`src/rtl/y86_pkg.sv`:
```
// Shared Y86-64 constants and the W pipeline register layout.
package y86_pkg;

  localparam int DATA_W = 64;
  localparam int NREG   = 15;

  localparam logic [3:0] I_HALT   = 4'h0;
  localparam logic [3:0] I_NOP    = 4'h1;
  localparam logic [3:0] I_RRMOVQ = 4'h2;
  localparam logic [3:0] I_IRMOVQ = 4'h3;
  localparam logic [3:0] I_RMMOVQ = 4'h4;
  localparam logic [3:0] I_MRMOVQ = 4'h5;
  localparam logic [3:0] I_OPQ    = 4'h6;
  localparam logic [3:0] I_JXX    = 4'h7;
  localparam logic [3:0] I_CALL   = 4'h8;
  localparam logic [3:0] I_RET    = 4'h9;
  localparam logic [3:0] I_PUSHQ  = 4'hA;
  localparam logic [3:0] I_POPQ   = 4'hB;

  localparam logic [3:0] RNONE = 4'hF;

  typedef enum logic [1:0] {
    STAT_AOK = 2'd0,
    STAT_HLT = 2'd1,
    STAT_ADR = 2'd2,
    STAT_INS = 2'd3
  } stat_t;

  typedef struct packed {
    stat_t              stat;
    logic [3:0]         icode;
    logic [DATA_W-1:0]  valE;
    logic [DATA_W-1:0]  valM;
    logic [3:0]         dstE;
    logic [3:0]         dstM;
  } wreg_t;

  function automatic wreg_t bubble_w();
    wreg_t w;
    w.stat  = STAT_AOK;
    w.icode = I_NOP;
    w.valE  = '0;
    w.valM  = '0;
    w.dstE  = RNONE;
    w.dstM  = RNONE;
    return w;
  endfunction

endpackage

```
`src/rtl/y86_regfile.sv`:
```
// 15 x 64 architectural register file: two write ports (M beats E), two async read ports.
module y86_regfile
  import y86_pkg::*;
(
  input  logic              clk,
  input  logic              rst,
  input  logic              i_we_e,
  input  logic [3:0]        i_dst_e,
  input  logic [DATA_W-1:0] i_val_e,
  input  logic              i_we_m,
  input  logic [3:0]        i_dst_m,
  input  logic [DATA_W-1:0] i_val_m,
  input  logic [3:0]        i_src_a,
  input  logic [3:0]        i_src_b,
  output logic [DATA_W-1:0] o_rval_a,
  output logic [DATA_W-1:0] o_rval_b
);

  logic [DATA_W-1:0] r_regs [NREG];

  // M port is written last so it wins when both target the same register.
  always_ff @(posedge clk) begin
    if (rst) begin
      for (int i = 0; i < NREG; i++) r_regs[i] <= '0;
    end else begin
      if (i_we_e && i_dst_e != RNONE) r_regs[i_dst_e] <= i_val_e;
      if (i_we_m && i_dst_m != RNONE) r_regs[i_dst_m] <= i_val_m;
    end
  end

  assign o_rval_a = (i_src_a == RNONE) ? '0 : r_regs[i_src_a];
  assign o_rval_b = (i_src_b == RNONE) ? '0 : r_regs[i_src_b];

endmodule

```
`src/rtl/writeback.sv`:
```
// Y86-64 writeback stage: W pipeline register, register-file commit gating and sticky halt status.
module writeback
  import y86_pkg::*;
(
  input  logic              clk,
  input  logic              rst,
  input  logic [1:0]        m_stat,
  input  logic [3:0]        m_icode,
  input  logic [DATA_W-1:0] m_valE,
  input  logic [DATA_W-1:0] m_valM,
  input  logic [3:0]        m_dstE,
  input  logic [3:0]        m_dstM,
  input  logic              W_stall,
  input  logic              W_bubble,
  output logic [1:0]        W_stat,
  output logic [3:0]        W_icode,
  output logic [DATA_W-1:0] W_valE,
  output logic [DATA_W-1:0] W_valM,
  output logic [3:0]        W_dstE,
  output logic [3:0]        W_dstM,
  input  logic [3:0]        d_srcA,
  input  logic [3:0]        d_srcB,
  output logic [DATA_W-1:0] d_rvalA,
  output logic [DATA_W-1:0] d_rvalB,
  output logic [1:0]        prog_stat,
  output logic              halted
);

  wreg_t r_w;
  logic  r_halted;
  stat_t r_halt_code;
  wreg_t w_next;
  logic  w_wr_en;

  // A stalled W is re-presented next cycle, so commit only when it moves on.
  assign w_wr_en = (r_w.stat == STAT_AOK) && !r_halted && !W_stall;

  always_comb begin
    w_next       = bubble_w();
    if (!W_bubble) begin
      w_next.stat  = stat_t'(m_stat);
      w_next.icode = m_icode;
      w_next.valE  = m_valE;
      w_next.valM  = m_valM;
      w_next.dstE  = m_dstE;
      w_next.dstM  = m_dstM;
    end
  end

  always_ff @(posedge clk) begin
    if (rst) begin
      r_w         <= bubble_w();
      r_halted    <= 1'b0;
      r_halt_code <= STAT_AOK;
    end else begin
      if (!r_halted && r_w.stat != STAT_AOK) begin
        r_halted    <= 1'b1;
        r_halt_code <= r_w.stat;
      end
      if (!r_halted && !W_stall) r_w <= w_next;
    end
  end

  y86_regfile u_regfile (
    .clk      (clk),
    .rst      (rst),
    .i_we_e   (w_wr_en),
    .i_dst_e  (r_w.dstE),
    .i_val_e  (r_w.valE),
    .i_we_m   (w_wr_en),
    .i_dst_m  (r_w.dstM),
    .i_val_m  (r_w.valM),
    .i_src_a  (d_srcA),
    .i_src_b  (d_srcB),
    .o_rval_a (d_rvalA),
    .o_rval_b (d_rvalB)
  );

  assign W_stat    = r_w.stat;
  assign W_icode   = r_w.icode;
  assign W_valE    = r_w.valE;
  assign W_valM    = r_w.valM;
  assign W_dstE    = r_w.dstE;
  assign W_dstM    = r_w.dstM;
  assign halted    = r_halted;
  assign prog_stat = r_halted ? r_halt_code : r_w.stat;

endmodule

```
`config.mk`:
```
export PLATFORM = sky130hd
export DESIGN_NAME = writeback
export DESIGN_NICKNAME = d
export VERILOG_FILES = /design/src/rtl/y86_pkg.sv /design/src/rtl/y86_regfile.sv /design/src/rtl/writeback.sv
export SDC_FILE = /design/constraint.sdc
export NUM_CORES = 2
export LEC_CHECK = 0
export BUFFER_PORTS_ARGS = -buffer_cell sky130_fd_sc_hd__buf_2
export CORE_MARGIN = 8
export CORE_UTILIZATION = 35
export CTS_CLUSTER_SIZE = 30
export DETAILED_ROUTE_END_ITERATION = 8
export SYNTH_ARGS = -nofsm -noshare
export SYNTH_HDL_FRONTEND = slang
export SYNTH_SLANG_ARGS = --single-unit
```
`constraint.sdc`:
```
create_clock -name clk -period 4.2 [get_ports clk]
set_input_delay 0.84 -clock clk [delete_from_list [all_inputs] [get_ports clk]]
set_output_delay 0.84 -clock clk [all_outputs]
set_load 0.05 [all_outputs]
```
==> impl_metrics.toml <==
[logic_synthesis]
synth_ff_type = "edfxtp_1"
synth_cells = 4810
syn_area_per_cell_um2 = 12.7
yosysTopAreaCell = "edfxtp_1"
synth_edf_count = 960
synth_seq_cells = 1105
synth_fp_nets = 4964
seq_area_frac_synth_pct = 51.9
syn_area_mm2 = 0.0612
async_reset_ff_share_pct = 0
synth_cell_type_count = 53
yosys_warnings = 0
netlist.area_leader.share_pct = 47.1
synth.area.top_cells = "edfxtp_1 47%, a32o_1 13%, mux4_2 9.5%"

[clocking]
postCtsResizedCells = 0
cts_root_buf = "clkbuf_16"
clockBufferDepth = 3
cts_tree = "done"
path_clk_slew_ns = 0.06
cts_hold_buf = 0
cts_sinks = 1105
clk_latency_ns = 0.81
h-tree-depth = 4
postCtsSetupBuffers = 0
numCtsBuffers = 133

[critical_path]
cp_max_fo = 31
path_common_cell = "buf_12"
path_class = "in2out"
crit_path_cell_trace = "buf_8 > buf_12 > buf_12 > buf_12 > mux4_2 > a22oi_1 > o21ai_0 > buf_2"
cp_slowest_cell = "mux4_2"
worstPathArrival_ns = 3.18
endpoint_kind = "output pin"
r2r-end = "u_regfile.r_regs[6][61]"
max_stage_delay_ns = 0.50
reg2reg_depth = 6
cp.required_ns = 3.36
r2r_start = "halted"
start_kind = "input port"
rrSetupSlack_ns = 1.00

[route]
ant_nets = 0
routed_via_density = 7.13
drc = 0
drt_wl_total_um = 279000
drtIter0Drc = 8270
dr.pass1.iters = 7
routedWlPerCell_um = 38.0
vias = 52291

[final_layout]
drive_above_1_share_pct = 24.9
synthToLayoutAreaGrowth_pct = 16.4
multi_input_area_mm2 = 0.0267
nNetsFinal = 5050
layout_common_cells = "960 x edfxtp_1, 798 x a32o_1, 419 x nand2_1"
fill_cells = 16289
seqCellArea_mm2 = 0.0317
utilization_pct = 40.9
final_common_cell = "edfxtp_1"

[floorplanning]
num_rows = 153
die_h_um = 434
core-area_mm2 = 0.174
initial_core_util_pct = 35.2
die-area_mm2 = 0.188
fp.dieW_um = 434
io_pins = 427

[sta]
fin_setup_tns_ns = 0
worst_pin_slew_ns = 1.19
setup_viol = 0
fin_skew_ns = 0.0298
min_period_ns = 4.02
rsz0062_at_grt = "false"
slew_headroom_pct = 20.8
slew_violations = 0
min_period_over_period_pct = 95.6
hold_viol = 0
max_freq_mhz = 249

[outcome]
status = "completed"

[place]
globalplace.congestion = 0.853
place_hpwl_um = 153000
io_buffers = 426

[global_routing]
track_usage_pct = 28.1
overflow = 0
grt_pass1_wl_um = 386000
grt_pass1_vias = 51521
antenna_found_initial = 11
grt_max_degree = 149

[power_and_ir_drop]
vdd_drop_max_uv = 438
comb_power_share_pct = 14.0
p_total_mw = 28.5
p_sw_mw = 8.24
power_leakage_nw = 24.2
p_int_mw = 20.3
p_sw_share_pct = 28.9
p_per_area_mw_per_mm2 = 401
pwr-share-seq_pct = 44.9
p_clk_share_pct = 41.1

[hold_path]
holdCritStartpoint = "m_icode[0]"
hold_depth = 3
min_path_type = "in2reg"
holdPathEnd = "W_icode[0]"

[flow_run]
cap_violations = 0
cell families after synthesis:
group	Yosys count	synth area share [%]
AO/OA/AOI/OAI	1647	22.1
flip-flops	1105	51.9
buffers and inverters	779	5.16
multiplexers	640	15.9
AND/OR/NAND/NOR	639	5.03
critical path, delay by kind of cell:
| kind | cells | cell delay, ns |
|---|---|---|
| buffers and inverters | 5 | 1.29 |
| muxes | 1 | 0.50 |
| AOI/OAI and AO/OA | 2 | 0.44 |
how the worst max path moves through the flow:
stage	endpoint	depth (start not counted)	startpoint
after floorplan	d_rvalB[10]	8	d_srcB[1]
final	d_rvalB[20]	8	d_srcB[1]
after global placement	d_rvalB[18]	8	d_srcB[1]
after global routing	d_rvalB[18]	8	d_srcB[1]
after detailed placement	d_rvalB[20]	8	d_srcB[1]
after CTS	d_rvalB[20]	8	d_srcB[1]
power by group through the flow:
stage	sequential, mW	combinational (mW)	clock, mW
finish	12.8	3.99	11.7
global route	12.9	4.08	12.2
CTS	12.8	3.93	11.8
detailed placement	13.0	3.92	0
global placement	13.0	3.90	0
floorplan	13.0	2.27	0
synthesized netlist by cell type, types with 27 or more instances:
master	n
inv_1	65
mux4_2	257
mux2i_1	320
o21ai_1	47
dfxtp_1	145
clkbuf_1	558
nand2_1	419
a22oi_1	125
o22ai_1	126
buf_1	72
a32o_1	798
mux2_2	63
o21ai_0	184
o211ai_1	63
a221oi_1	62
nor2_1	27
edfxtp_1	960
a21oi_1	139
buf_2	63
o221ai_1	64
nand3b_1	135
layout make-up:
cell class | count | share of cell area, %
repair buffers | 664 | 7.37
multi-input cells | 2926 | 37.6
well taps | 2325 | 4.09
inverters | 66 | 0.350
clock buffers | 180 | 5.10
clock inverters | 65 | 0.934
diodes | 5 | 0.0176
flip-flops and latches | 1105 | 44.6
metrics by stage:
| stage | hold WS [ns] | cell area (µm²) | instances | setup slack (ns) |
|---|---|---|---|---|
| 3_5_place_dp | 0.442 | 66900 | 7086 | 0.259 |
| 4_1_cts | 0.258 | 71200 | 7331 | 0.247 |
| 2_1_floorplan | 0.457 | 61200 | 4810 | 0.143 |
| 6_report | 0.298 | 71200 | 7336 | 0.183 |
| 5_1_grt | 0.303 | 71200 | 7333 | 0.147 |
| 3_3_place_gp | 0.437 | 66900 | 7086 | 0.259 |
sequential cells by signal (all words and copies together), names as in the netlist:
signal            count
W_dstM                4
W_icode               4
halted                1
W_stat                2
r_halt_code           2
u_regfile.r_regs    960
W_valE               64
W_dstE                4
W_valM               64
per-layer routing:
metal / routed length [µm] / track usage (%)
met1: 96200 / 34.1
met2: 127000 / 44.5
met3: 34500 / 7.36
met4: 21200 / 18.3
met5: 79 / 0
No activity file was read; power rests on OpenSTA's default activity.
